File: src/rtl/mase_param_src_pkg.sv
// -----------------------------------------------------------------------------
// mase_param_src_pkg
//
// Shared types and sizing helpers for the parameter stream source.
//
//   state_t     : source FSM encoding (IDLE, STREAM, DRAIN). IDLE encodes as 0
//                 so a cleared state register reads back as idle.
//   fifo_depth  : output FIFO capacity for a given ROM read latency. Two extra
//                 slots beyond the read latency let reads be issued every
//                 cycle while the head beat is popped, so a ready-high
//                 consumer sees no bubbles.
//   addr_width  : counter/address width for a given range, never below 1 bit.
// -----------------------------------------------------------------------------
package mase_param_src_pkg;

    typedef enum logic [1:0] {
        IDLE   = 2'd0,
        STREAM = 2'd1,
        DRAIN  = 2'd2
    } state_t;

    function automatic int fifo_depth(input int rom_latency);
        return rom_latency + 2;
    endfunction

    function automatic int addr_width(input int depth);
        return (depth <= 1) ? 1 : $clog2(depth);
    endfunction

endpackage

File: src/rtl/mase_param_stream_source_rom_pipe.sv
// -----------------------------------------------------------------------------
// mase_param_rom_pipe
//
// Parameter memory plus a LATENCY-stage registered read path. A valid bit and
// a last bit ride alongside the data so the consumer of the pipe needs no
// knowledge of the latency.
//
// Word contents: element j of word a holds the flattened element index
// (a*NPAR + j), truncated to DATA_WIDTH.
//
// Optional write port (macro MASE_PARAM_SRC_WRITE_EN):
//   defined   - memory is a simple dual-port RAM, loaded with the generated
//               contents on rst. A write lands at the clock edge; a read of
//               the same address in the same cycle returns the old word.
//   undefined - memory is a constant ROM built from the generated contents.
//
// Ports:
//   clk, rst            clock, synchronous active-high reset
//   rd_en               issue a read this cycle
//   rd_addr             word address of the read
//   rd_last             tag carried with the read (last beat of a pass)
//   wr_en/wr_addr/wr_data   write port (macro defined only)
//   out_valid           read result available this cycle
//   out_last            tag of the read result
//   out_data            read word
// -----------------------------------------------------------------------------
module mase_param_rom_pipe
    import mase_param_src_pkg::*;
#(
    parameter int DATA_WIDTH = 16,
    parameter int NPAR       = 1,
    parameter int DEPTH      = 32,
    parameter int LATENCY    = 2,
    parameter int AW         = addr_width(DEPTH)
) (
    input  logic                       clk,
    input  logic                       rst,
    input  logic                       rd_en,
    input  logic [AW-1:0]              rd_addr,
    input  logic                       rd_last,
`ifdef MASE_PARAM_SRC_WRITE_EN
    input  logic                       wr_en,
    input  logic [AW-1:0]              wr_addr,
    input  logic [DATA_WIDTH*NPAR-1:0] wr_data,
`endif
    output logic                       out_valid,
    output logic                       out_last,
    output logic [DATA_WIDTH*NPAR-1:0] out_data
);

    localparam int WORD_W = DATA_WIDTH * NPAR;

    function automatic logic [WORD_W-1:0] gen_word(input int unsigned a);
        logic [WORD_W-1:0] w;
        w = '0;
        for (int j = 0; j < NPAR; j++) begin
            w[DATA_WIDTH*j +: DATA_WIDTH] = DATA_WIDTH'(a * NPAR + j);
        end
        return w;
    endfunction

    logic [WORD_W-1:0]  data_q [LATENCY];
    logic [LATENCY-1:0] valid_q;
    logic [LATENCY-1:0] last_q;
    logic [WORD_W-1:0]  read_word;

`ifdef MASE_PARAM_SRC_WRITE_EN
    logic [WORD_W-1:0] mem [DEPTH];

    // Reset reloads the generated contents so the RAM starts from the same
    // image the read-only build would hold.
    always_ff @(posedge clk) begin
        if (rst) begin
            for (int i = 0; i < DEPTH; i++) begin
                mem[i] <= gen_word(i);
            end
        end else if (wr_en && (32'(wr_addr) < 32'(DEPTH))) begin
            mem[wr_addr] <= wr_data;
        end
    end

    // Sampled into data_q[0] with a non-blocking read, so a same-cycle write
    // to the same address is not yet visible (read-first).
    assign read_word = mem[rd_addr];
`else
    assign read_word = gen_word(32'(rd_addr));
`endif

    always_ff @(posedge clk) begin
        if (rst) begin
            valid_q <= '0;
        end else begin
            valid_q[0] <= rd_en;
            for (int i = 1; i < LATENCY; i++) begin
                valid_q[i] <= valid_q[i-1];
            end
        end
    end

    // Data and tag stages carry no reset: they are qualified by valid_q.
    always_ff @(posedge clk) begin
        data_q[0] <= read_word;
        last_q[0] <= rd_last;
        for (int i = 1; i < LATENCY; i++) begin
            data_q[i] <= data_q[i-1];
            last_q[i] <= last_q[i-1];
        end
    end

    assign out_valid = valid_q[LATENCY-1];
    assign out_last  = last_q[LATENCY-1];
    assign out_data  = data_q[LATENCY-1];

endmodule

File: src/rtl/mase_param_stream_source.sv
// -----------------------------------------------------------------------------
// mase_param_stream_source
//
// Streams a parameter tensor out of on-chip memory as tiled beats. Each beat
// carries PAR_DIM_0*PAR_DIM_1 elements; a pass covers DEPTH beats. Reads are
// issued against a credit (in-flight reads + FIFO occupancy) so the FIFO can
// absorb every outstanding read and never overflows. One-shot mode runs
// REPEAT passes per start; continuous mode streams forever from reset.
//
// Handshake (data_out): a beat transfers on a cycle where data_out_valid and
// data_out_ready are both high. Once valid is raised it stays high, with
// data_out and data_out_last held stable, until that transfer happens; only
// rst can drop it earlier.
//
// Optional feature macro: MASE_PARAM_SRC_WRITE_EN adds wr_en/wr_addr/wr_data
// and turns the memory into a writable read-first RAM.
//
// Ports:
//   clk, rst         clock, synchronous active-high reset
//   start            begin a one-shot run (sampled only in IDLE)
//   busy             high in STREAM or DRAIN
//   done             one-cycle pulse when a one-shot run completes
//   data_out         beat; element j at [DATA_WIDTH*j +: DATA_WIDTH]
//   data_out_valid   beat valid
//   data_out_ready   consumer ready
//   data_out_last    final beat of each pass
//   state_dbg        current FSM state, for observation
//   wr_en/wr_addr/wr_data   memory write port (macro defined only)
// -----------------------------------------------------------------------------
module mase_param_stream_source
    import mase_param_src_pkg::*;
#(
    parameter int DATA_WIDTH   = 16,
    parameter int TENSOR_DIM_0 = 32,
    parameter int TENSOR_DIM_1 = 1,
    parameter int PAR_DIM_0    = 1,
    parameter int PAR_DIM_1    = 1,
    parameter int ROM_LATENCY  = 2,
    parameter int REPEAT       = 1,
    parameter int CONTINUOUS   = 0
) (
    input  logic                                       clk,
    input  logic                                       rst,
    input  logic                                       start,
    output logic                                       busy,
    output logic                                       done,
    output logic [DATA_WIDTH*PAR_DIM_0*PAR_DIM_1-1:0]  data_out,
    output logic                                       data_out_valid,
    input  logic                                       data_out_ready,
    output logic                                       data_out_last,
    output state_t                                     state_dbg
`ifdef MASE_PARAM_SRC_WRITE_EN
    ,
    input  logic                                       wr_en,
    input  logic [addr_width((TENSOR_DIM_0/PAR_DIM_0)*(TENSOR_DIM_1/PAR_DIM_1))-1:0] wr_addr,
    input  logic [DATA_WIDTH*PAR_DIM_0*PAR_DIM_1-1:0]  wr_data
`endif
);

    localparam int NPAR   = PAR_DIM_0 * PAR_DIM_1;
    localparam int WORD_W = DATA_WIDTH * NPAR;
    localparam int DEPTH  = (TENSOR_DIM_0 / PAR_DIM_0) * (TENSOR_DIM_1 / PAR_DIM_1);
    localparam int AW     = addr_width(DEPTH);
    localparam int PW     = addr_width(REPEAT);
    localparam int FD     = fifo_depth(ROM_LATENCY);
    localparam int CW     = $clog2(FD + 1);
    localparam int PTR_W  = addr_width(FD);

    state_t            state;
    state_t            state_nxt;
    logic [AW-1:0]     rd_addr;
    logic [PW-1:0]     pass_cnt;
    logic [CW-1:0]     in_flight;
    logic [CW-1:0]     fifo_count;
    logic              credit_ok;
    logic              issue;
    logic              at_last_addr;
    logic              at_last_pass;
    logic              final_issue;

    logic              rom_valid;
    logic              rom_last;
    logic [WORD_W-1:0] rom_data;

    logic [WORD_W-1:0] fifo_data [FD];
    logic [FD-1:0]     fifo_last;
    logic [PTR_W-1:0]  wr_ptr;
    logic [PTR_W-1:0]  rd_ptr;
    logic              fifo_valid;
    logic              push;
    logic              pop;

    function automatic logic [PTR_W-1:0] ptr_inc(input logic [PTR_W-1:0] p);
        return (p == PTR_W'(FD - 1)) ? '0 : p + 1'b1;
    endfunction

    // ------------------------------------------------------------------
    // Read issue: only while every outstanding read still has a FIFO slot.
    // ------------------------------------------------------------------
    assign credit_ok    = ({1'b0, in_flight} + {1'b0, fifo_count}) < (CW + 1)'(FD);
    assign issue        = (state == STREAM) && credit_ok;
    assign at_last_addr = (rd_addr == AW'(DEPTH - 1));
    assign at_last_pass = (pass_cnt == PW'(REPEAT - 1));
    assign final_issue  = issue && at_last_addr && at_last_pass && (CONTINUOUS == 0);

    // Both counters return to 0 after the final read of a run, so the next
    // start always begins at address 0, pass 0.
    always_ff @(posedge clk) begin
        if (rst) begin
            rd_addr  <= '0;
            pass_cnt <= '0;
        end else if (issue) begin
            if (at_last_addr) begin
                rd_addr <= '0;
                if (at_last_pass || (CONTINUOUS != 0)) begin
                    pass_cnt <= '0;
                end else begin
                    pass_cnt <= pass_cnt + 1'b1;
                end
            end else begin
                rd_addr <= rd_addr + 1'b1;
            end
        end
    end

    // Reads issued but not yet delivered into the FIFO.
    always_ff @(posedge clk) begin
        if (rst) begin
            in_flight <= '0;
        end else begin
            in_flight <= in_flight + CW'(issue) - CW'(push);
        end
    end

    mase_param_rom_pipe #(
        .DATA_WIDTH (DATA_WIDTH),
        .NPAR       (NPAR),
        .DEPTH      (DEPTH),
        .LATENCY    (ROM_LATENCY),
        .AW         (AW)
    ) u_rom_pipe (
        .clk       (clk),
        .rst       (rst),
        .rd_en     (issue),
        .rd_addr   (rd_addr),
        .rd_last   (at_last_addr),
`ifdef MASE_PARAM_SRC_WRITE_EN
        .wr_en     (wr_en),
        .wr_addr   (wr_addr),
        .wr_data   (wr_data),
`endif
        .out_valid (rom_valid),
        .out_last  (rom_last),
        .out_data  (rom_data)
    );

    // ------------------------------------------------------------------
    // Output FIFO. The head word is read straight out of the storage
    // registers, so it holds steady across stalls.
    // ------------------------------------------------------------------
    assign fifo_valid = (fifo_count != '0);
    assign push       = rom_valid;
    assign pop        = fifo_valid && data_out_ready;

    always_ff @(posedge clk) begin
        if (rst) begin
            wr_ptr     <= '0;
            rd_ptr     <= '0;
            fifo_count <= '0;
        end else begin
            if (push) begin
                wr_ptr <= ptr_inc(wr_ptr);
            end
            if (pop) begin
                rd_ptr <= ptr_inc(rd_ptr);
            end
            fifo_count <= fifo_count + CW'(push) - CW'(pop);
        end
    end

    always_ff @(posedge clk) begin
        if (push) begin
            fifo_data[wr_ptr] <= rom_data;
            fifo_last[wr_ptr] <= rom_last;
        end
    end

    // Head is masked to zero while empty so outputs read 0 out of reset.
    assign data_out_valid = fifo_valid;
    assign data_out       = fifo_valid ? fifo_data[rd_ptr] : '0;
    assign data_out_last  = fifo_valid & fifo_last[rd_ptr];

    // ------------------------------------------------------------------
    // Control FSM
    // ------------------------------------------------------------------
    always_ff @(posedge clk) begin
        if (rst) begin
            state <= IDLE;
        end else begin
            state <= state_nxt;
        end
    end

    always_comb begin
        state_nxt = state;
        done      = 1'b0;
        case (state)
            IDLE: begin
                if ((CONTINUOUS != 0) || start) begin
                    state_nxt = STREAM;
                end
            end
            STREAM: begin
                if (final_issue) begin
                    state_nxt = DRAIN;
                end
            end
            DRAIN: begin
                if ((fifo_count == '0) && (in_flight == '0)) begin
                    state_nxt = IDLE;
                    done      = 1'b1;
                end
            end
            default: begin
                state_nxt = IDLE;
            end
        endcase
    end

    assign busy      = (state != IDLE);
    assign state_dbg = state;

    // The credit check makes overflow unreachable; trip loudly if it is.
    fifo_overflow_a: assert property (@(posedge clk) disable iff (rst)
        !(push && !pop && (fifo_count == CW'(FD))));

endmodule

File: config.mk
export PLATFORM = sky130hd
export DESIGN_NAME = mase_param_stream_source
export DESIGN_NICKNAME = d
export VERILOG_FILES = /design/src/rtl/mase_param_src_pkg.sv /design/src/rtl/mase_param_stream_source_rom_pipe.sv /design/src/rtl/mase_param_stream_source.sv
export SDC_FILE = /design/constraint.sdc
export NUM_CORES = 1
export LEC_CHECK = 0
export CORE_MARGIN = 3
export CORE_UTILIZATION = 55
export DETAILED_ROUTE_END_ITERATION = 10
export GPL_TIMING_DRIVEN = 0
export PLACE_DENSITY = 0.78
export SKIP_CTS_REPAIR_TIMING = 1
export SLEW_MARGIN = 40
export SYNTH_ARGS = -nofsm -noshare
export SYNTH_HDL_FRONTEND = slang
export SYNTH_SLANG_ARGS = --single-unit
File: constraint.sdc
create_clock -name clk -period 5.6 [get_ports clk]
set_clock_uncertainty 0.15 [all_clocks]
set_input_delay 1.12 -clock clk [delete_from_list [all_inputs] [get_ports clk]]
set_output_delay 1.12 -clock clk [all_outputs]
set_load 0.03 [all_outputs]
---- Word level (Yosys, flattened, before mapping) ----
Memories as Yosys holds them, arrays and structs flattened. A register that Yosys moved wholly into a read port is not among the register bits.
Cells that the tools add are included.
storage, ports and cells
  register bits ........................... 26
  memory bits (writable) .................. 96
  output and inout bits ................... 22
  word-level logic and storage cells ...... 68
  memories kept ........................... 2
memories
  name               words  width  rd ports  clocked after Yosys merged registers in  write ports  RTL line                                 text
  fifo_data          4      16     1         1                                        1            mase_param_stream_source.sv:85           logic [WORD_W-1:0] fifo_data [FD];
  u_rom_pipe.data_q  2      16     2         0                                        2            mase_param_stream_source_rom_pipe.sv:62  logic [WORD_W-1:0] data_q [LATENCY];
operators by class
  add/sub/neg operators ................... 9
  magnitude comparators ................... 4
  equal/unequal tests ..................... 8
  mux-type cells .......................... 20
  bitwise gates (word level) .............. 2
  reduce and logical (&&, ||, !) cells .... 13
operators by type and width
  cell                   count
  $mux W16               1
  $mux W2                7
  $mux W1                7
  $add A3 B1 Y3          2
  $eq A2 B2 Y1 const B   3
  $logic_and A1 B1 Y1    6
  $logic_not A3 Y1       2
  $lt A2 B3 Y1 const B   2
  $ne A2 B2 Y1 const B   3
  $pmux W2 S3            1
  $sub A3 B1 Y3          2
  $add A5 B1 Y5 const B  1
  $eq A5 B5 Y1 const B   1
  $mux W5                1
  $add A2 B1 Y2 const B  2
  $add A3 B3 Y4          1
  $bwmux W4              1
  $lt A4 B3 Y1 const B   1
  $reduce_and A3 Y1      1
  $reduce_bool A3 Y1     1
  $bmux W1 S2            1
  $demux W1 S2           1
  $eq A2 B1 Y1 const B   1
  $ge A2 B1 Y1 const B   1
  6 further kinds        6

---- Logic depth before layout (Yosys ltp) ----
Gate-level depths: netlist of run 1.
  depth after elaboration ................. 7
  mapped depth ............................ 12

---- Cells and area by module ----
A second synthesis of run 1 with hierarchy kept.
second synthesis, totals
  cell total of the unflattened synthesis .. 253
  area total of the unflattened synthesis .. 4007.6 um^2
by module, submodules not included
  module                    instances  cells an instance  area each (um^2)
  mase_param_stream_source  1          220                3590.9
  mase_param_rom_pipe       1          33                 416.6

---- Worst setup path before layout of run 1 ----
No wires, ideal clock.
  path type ............................... register to register
  start ................................... reg state[0], in the netlist state_dbg[0]
  end ..................................... reg in_flight[2]
  arrival ................................. 2.559 ns
  required time ........................... 5.322 ns
  setup slack ............................. 2.763 ns
  stages on the path, launching flop included .. 12
  buffers on the path ..................... 1
  period minus slack after synthesis ...... 2.837 ns
  cells stage by stage .................... dfxtp_1 -> or4b_1 -> buf_2 -> nor3_1 -> inv_1 -> ha_1 -> inv_1 -> ha_1 -> inv_1 -> fa_1 -> xnor2_1 -> nor2_1
on the way
  word-level cells in the longest chain between the ends .. 4
RTL lines
  item                    RTL line                         text
  start, declared         mase_param_stream_source.sv:69   state_t state;
  start signal, assigned  mase_param_stream_source.sv:200  state <= state_nxt;
  $eq A2 B1 Y1            mase_param_stream_source.sv:101  assign issue = (state == STREAM) && credit_ok;
  $logic_and A1 B1 Y1     mase_param_stream_source.sv:101
  $add A3 B1 Y3           mase_param_stream_source.sv:131  in_flight <= in_flight + CW'(issue) - CW'(push);
  $sub A3 B1 Y3           mase_param_stream_source.sv:131
  end signal, assigned    mase_param_stream_source.sv:131
  end, declared           mase_param_stream_source.sv:73   logic [CW-1:0] in_flight;
Every way passes these cells.
A chain may end at the register's enable or synchronous reset.

==> results of run 1 <==
[worst reg2reg max path: cells and delay by family, from the launching register on]
family | cells | cell delay [ns]
buffers and inverters | 4 | 0.43
AND/OR/NAND/NOR | 3 | 0.84
adder cells (fa/ha/maj) | 4 | 1.06
XOR/XNOR | 1 | 0.16
flip-flops | 1 | 0.37
[flip-flops by register name, indices dropped and copies added, names as in the netlist, named ones only]
register and cells:
rd_addr 5, state_dbg 2, u_rom_pipe.valid_q 2, fifo_count 3, wr_ptr 2, u_rom_pipe.last_q 2, u_rom_pipe.data_q 10, rd_ptr 2
fifo_last 4, fifo_data 20, in_flight 3
[kinds of logic (layout without fill, tap and decap cells)]
family	count (synthesis)	in the layout	share of synthesized area
adder cells (fa/ha/maj)	15	15	0.0873
flip-flops	57	57	0.595
AND/OR/NAND/NOR	49	49	0.121
buffers and inverters	30	60	0.0668
other	1	11	0.00162
multiplexers	7	7	0.0625
XOR/XNOR	4	4	0.0151
AO/OA/AOI/OAI	16	16	0.0501
[path summary, 6_finish.rpt]
kind                            slack (ns)                             from  depth (start not counted)                                to
worst max-delay path                  2.06                         register                          4                       data_out[0]
worst min-delay path                  0.18  u_rom_pipe.data_q[0][0]$_DFF_P_                          0  u_rom_pipe.data_q[0][16]$_DFF_P_
worst max register to register        2.49          in_flight[1]$_SDFF_PP0_                         12           in_flight[2]$_SDFF_PP0_
worst min register to register        0.18  u_rom_pipe.data_q[0][0]$_DFF_P_                          0  u_rom_pipe.data_q[0][16]$_DFF_P_
[layer usage]
metal,up-vias,part of all wire,GRT usage
met1,677,0.42,0.211
met2,51,0.51,0.295
li1,686,-,-
met4,0,0.010,0.0647
met5,-,0,0
met3,6,0.057,0.0526
[cell type report]
| cell class | count | area (sq um) |
|---|---|---|
| well taps | 48 | 60.1 |
| repair buffers | 14 | 140 |
| clock inverters | 3 | 40.0 |
| fillers | 287 | 1110 |
| clock buffers | 13 | 149 |
| inverters | 14 | 52.6 |
| flip-flops and latches | 57 | 1380 |
| multi-input cells | 102 | 822 |
| plain buffers | 16 | 103 |
[power groups by stage]
stage | logic (mW) | registers, mW | clock network [mW]
finish | 0.340 | 0.517 | 0.364
CTS | 0.345 | 0.517 | 0.372
global route | 0.376 | 0.523 | 0.389
floorplan | 0.249 | 0.513 | 0
detailed placement | 0.344 | 0.526 | 0
global placement | 0.332 | 0.521 | 0
[cell usage after synthesis]
cell,instances
or3_1,1
and3_1,2
nor3b_1,1
clkbuf_1,4
nor4b_1,1
or2_2,2
nand3_1,2
and2_1,10
nand4_1,4
fa_1,2
xor2_1,1
nand2_1,3
edfxtp_1,24
o41ai_2,1
nor3_1,4
xnor2_1,3
or4_4,1
mux2i_1,1
o41ai_1,1
nand2b_1,2
buf_2,1
o22ai_1,1
a31oi_1,1
or4b_1,1
mux4_2,6
inv_1,14
o32ai_1,1
nor2b_1,5
conb_1,1
ha_1,13
o31ai_1,3
nor2_1,9
dfxtp_1,33
a211o_1,1
buf_4,11
a2111oi_0,1
a21oi_1,6
nor4_1,1
[per-stage QoR]
step           worst slack (ns)  power [mW]  hold slack [ns]  area [sq um]   util
2_1_floorplan              2.76       0.762            0.160          2360      -
3_3_place_gp               2.35       0.853            0.160          2560  0.664
3_5_place_dp               2.26       0.869            0.162          2560  0.664
4_1_cts                    1.99        1.23            0.177          2750  0.713
5_1_grt                    1.92        1.29            0.179          2750  0.713
6_report                   2.06        1.22            0.176          2750  0.713
==> reports/metrics.csv, run 1 <==
metric;value;unit
Peak supply drop;0.000292;V
sequential fraction of the synthesis area;0.595;
Global Route Usage Sum;0.174;
Max Cap Violations;0;
Initial Utilization;0.602;
maximum clock insertion buffer count;2;
CP Max Fanout;5;
final setup TNS;0;ns
Routed Antenna Nets;0;
dominant cell type by area after synthesis;edfxtp_1;
Syn Inst Count;179;
vias in the first global route;1450;
CTS Buf Count;9;
Clock Latency Late Sink;0.31;ns
drt pass-1 iters;4;
total length of routed wires;3870;um
placed insts;251;
most common cell after layout, fill and taps aside;dfxtp_1;
Clock Power Share;0.298;
FP Rows;22;
Via-to-Cell Ratio;5.32;
root buf cell;clkbuf_8;
GRT overflow;0;
DP Wirelength;2800;um
yosys warns;0;
drt wl/cell;14.5;um
Die Ht;71.0;um
Max Slew Vio Count;0;
top cells by area, synth;edfxtp_1 (31%), dfxtp_1 (28%), ha_1 (7.0%);
Final GP Congestion;0.836;
WP buf/inv;2;
Switching Share;0.307;
die area;5040;sq um
Reg clk slew, reported paths;0.06;ns
Leak;1.09;nW
Largest delay share family, worst path;buffers and inverters;
max frequency;282;MHz
Crit Path Class;reg2out;
worst hold path type;reg2reg;
final hold violations;0;
RSZ-0062 raised after global routing;no;
Setup Viol. Count Final;0;
P_int;846;uW
I/O pin count;26;
Core ar.;3850;sq um
outcome;finished clean;
Slew headroom;0.656;
Remaining DRCs;0;
initial antenna violation count;0;
slowest cell on the critical path;clkdlybuf4s50_1;
syn_area_per_cell;13.0;sq um
Ant. Diodes;0;
TritonCTS clock tree;built;
Port Buffers;14;
power per cell area;444;nW/um^2
CP arrival;2.27;ns
initial DRC count;74;
synthesized area;2320;sq um
Synth Register Bits;57;
Via Count;1420;
Critical Path End Type;output pin;
P&R area growth vs syn;18.4;%
largest net degree at the start of global routing;11;
Comb pwr share;0.278;
startpoint types;register;
Final period util;0.633;
most frequent cells in the layout;dfxtp_1 (33), edfxtp_1 (24), inv_1 (14), clkdlybuf4s50_1 (14), ha_1 (13);
first-pass GRT wire length;6730;um
layout cell share with drive strength beyond 1;0.160;
crit path cell chain;clkbuf_1 > mux4_2 > and2_1 > clkdlybuf4s50_1;
post-layout min period;3.54;ns
post-synth cell types;38;
final non-filler cell total;267;
critical path data required time;4.33;ns
Seq pwr share;0.424;
area fraction of the dominant cell type after synthesis;0.311;
nets;233;
worst slew pin tran;0.509;ns
switching power;375;uW
H-tree Lvls;3;
Die Span X;71.0;um
Clock Sinks;57;
CP peak stage delay;0.58;ns
Note: power is estimated with default switching activity, not from simulation.
==> run 2, diff against run 1 <==
--- a/config.mk
+++ b/config.mk
@@ -6,10 +6,10 @@
 export NUM_CORES = 1
 export LEC_CHECK = 0
 export CORE_MARGIN = 3
-export CORE_UTILIZATION = 55
+export CORE_UTILIZATION = 49
 export DETAILED_ROUTE_END_ITERATION = 10
 export GPL_TIMING_DRIVEN = 0
-export PLACE_DENSITY = 0.78
+export PLACE_DENSITY = 0.74
 export SKIP_CTS_REPAIR_TIMING = 1
 export SLEW_MARGIN = 40
 export SYNTH_ARGS = -nofsm -noshare
==> constraint.sdc (replaced) <==
create_clock -name clk -period 3.1 [get_ports clk]
set_clock_uncertainty 0.15 [all_clocks]
set_input_delay 0.62 -clock clk [delete_from_list [all_inputs] [get_ports clk]]
set_output_delay 0.62 -clock clk [all_outputs]
set_load 0.03 [all_outputs]
==> reports/metrics.csv, run 2 (synthesized netlist as in run 1, its figures left out) <==
metric;value;unit
outcome;finished clean;
Die Ht;74.8;um
critical path data required time;3.16;ns
worst setup path start;in_flight[1]$_SDFF_PP0_;
most common cell after layout, fill and taps aside;dfxtp_1;
drt wl/cell;13.1;um
Multi-input gate area;833;sq um
Via-to-Cell Ratio;5.01;
Largest delay share family, worst path;adder cells;
Remaining DRCs;0;
Worst Hold Launch;u_rom_pipe.data_q[0][3]$_DFF_P_;
Crit Path Class;reg2reg;
power per cell area;817;nW/um^2
vias in the first global route;1291;
layout cell share with drive strength beyond 1;0.174;
WP buf/inv;4;
Max Cap Violations;0;
CP peak stage delay;0.45;ns
Switching Share;0.303;
Core ar.;4470;sq um
Comb pwr share;0.267;
Reg clk slew, reported paths;0.06;ns
Via Count;1354;
P&R area growth vs syn;19.8;%
final hold violations;0;
Register-to-Register Path Depth;12;
GRT overflow;0;
slowest cell on the critical path;or4b_1;
placed insts;255;
startpoint types;register;
CTS Buf Count;9;
max frequency;342;MHz
initial DRC count;71;
Setup Viol. Count Final;0;
Clock Power Share;0.319;
flop2flop setup slack;0.18;ns
largest net degree at the start of global routing;11;
Peak supply drop;0.000499;V
TritonCTS clock tree;built;
Clock Sinks;57;
crit path cell chain;ha_1 > or4b_1 > buf_2 > nor3_4 > inv_1 > ha_1 > inv_1 > ha_1 > inv_1 > fa_1 > xnor2_1 > nor2_1;
H-tree Lvls;3;
Worst path depth;12;
P_int;1.59;mW
max FFs per register;20;
CP Max Fanout;6;
Critical Path End Type;register;
Clock Latency Late Sink;0.33;ns
largest registers;fifo_data: 20 flops, u_rom_pipe.data_q: 10 flops, rd_addr: 5 flops;
first-pass GRT wire length;6060;um
Initial Utilization;0.519;
Port Buffers;14;
maximum clock insertion buffer count;2;
Global Route Usage Sum;0.152;
Hold Path Cell Cnt;0;
DP Wirelength;2460;um
drt pass-1 iters;4;
post-layout min period;2.92;ns
final setup TNS;0;ns
worst hold path type;reg2reg;
Max Slew Vio Count;0;
largest reg by FF count;fifo_data;
I/O pin count;26;
root buf cell;clkbuf_8;
total length of routed wires;3550;um
FP Rows;24;
Crit Reg-Reg Endpoint;in_flight[2]$_SDFF_PP0_;
initial antenna violation count;0;
Leak;1.10;nW
Routed Antenna Nets;0;
Final period util;0.942;
Total Power;2.27;mW
reg-to-reg critical path startpoint;in_flight[1]$_SDFF_PP0_;
worst slew pin tran;0.588;ns
switching power;688;uW
post-placement worst setup slack;0.0633;ns
nets;232;
fill count;355;
final worst setup slack;0.179;ns
die area;5600;sq um
most frequent cells in the layout;dfxtp_1 (33), edfxtp_1 (24), inv_1 (14), clkdlybuf4s50_1 (14), ha_1 (13);
Die Span X;74.8;um
Slew headroom;0.603;
Worst Hold Endpoint;u_rom_pipe.data_q[0][19]$_DFF_P_;
Ant. Diodes;0;
Final GP Congestion;0.802;
Seq pwr share;0.414;
Storage cell area;1380;sq um
CP arrival;2.98;ns
final non-filler cell total;270;
==> run 2: area by class of cell <==
| type | instances | area share |
|---|---|---|
| Tap cell | 52 | 0.0234 |
| Timing Repair Buffer | 14 | 0.0504 |
| Sequential cell | 57 | 0.497 |
| Inverter | 14 | 0.0189 |
| Clock buffer | 10 | 0.0459 |
| Multi-Input combinational cell | 102 | 0.300 |
| Buffer | 15 | 0.0355 |
| Clock inverter | 6 | 0.0297 |
==> run 2: worst max path at each step <==
| stage | slack [ns] | end |
|---|---|---|
| finish | 0.18 | in_flight[2]$_SDFF_PP0_ |
| global route | -0.03 | in_flight[2]$_SDFF_PP0_ |
| CTS | -0.01 | data_out[0] |
| detailed placement | 0.06 | in_flight[2]$_SDFF_PP0_ |
| global placement | 0.06 | in_flight[2]$_SDFF_PP0_ |
| floorplan | 0.26 | in_flight[2]$_SDFF_PP0_ |
==> run 2: stage by stage <==
stage / instance area, sq um / hold WS, ns / util
3_3_place_gp: 2560 / 0.160 / 0.573
4_1_cts: 2770 / 0.175 / 0.620
2_1_floorplan: 2360 / 0.160 / -
6_report: 2780 / 0.172 / 0.622
3_5_place_dp: 2560 / 0.162 / 0.573
5_1_grt: 2780 / 0.173 / 0.622
==> run 2: power groups by stage <==
stage / sequential [mW] / clock (mW) / combinational (mW)
CTS: 0.932 / 0.745 / 0.614
finish: 0.942 / 0.725 / 0.606
global placement: 0.945 / 0 / 0.601
detailed placement: 0.948 / 0 / 0.610
global route: 0.961 / 0.775 / 0.673
floorplan: 0.928 / 0 / 0.450
==> run 2: routing by layer <==
metal	vias up	wire, um	global-route usage	share of wire
met5	-	0	0	0
met4	0	87	0.101	0.025
met3	7	158	0.0494	0.045
met2	40	1720	0.244	0.48
met1	623	1590	0.174	0.45
li1	684	-	-	-
==> run 3, diff against run 2 <==
--- a/config.mk
+++ b/config.mk
@@ -5,6 +5,7 @@
 export SDC_FILE = /design/constraint.sdc
 export NUM_CORES = 1
 export LEC_CHECK = 0
+export CAP_MARGIN = 20
 export CORE_MARGIN = 3
 export CORE_UTILIZATION = 49
 export DETAILED_ROUTE_END_ITERATION = 10
==> results of run 3 <==
Same layout as run 2: the final DEF is identical, and so are final timing and power.
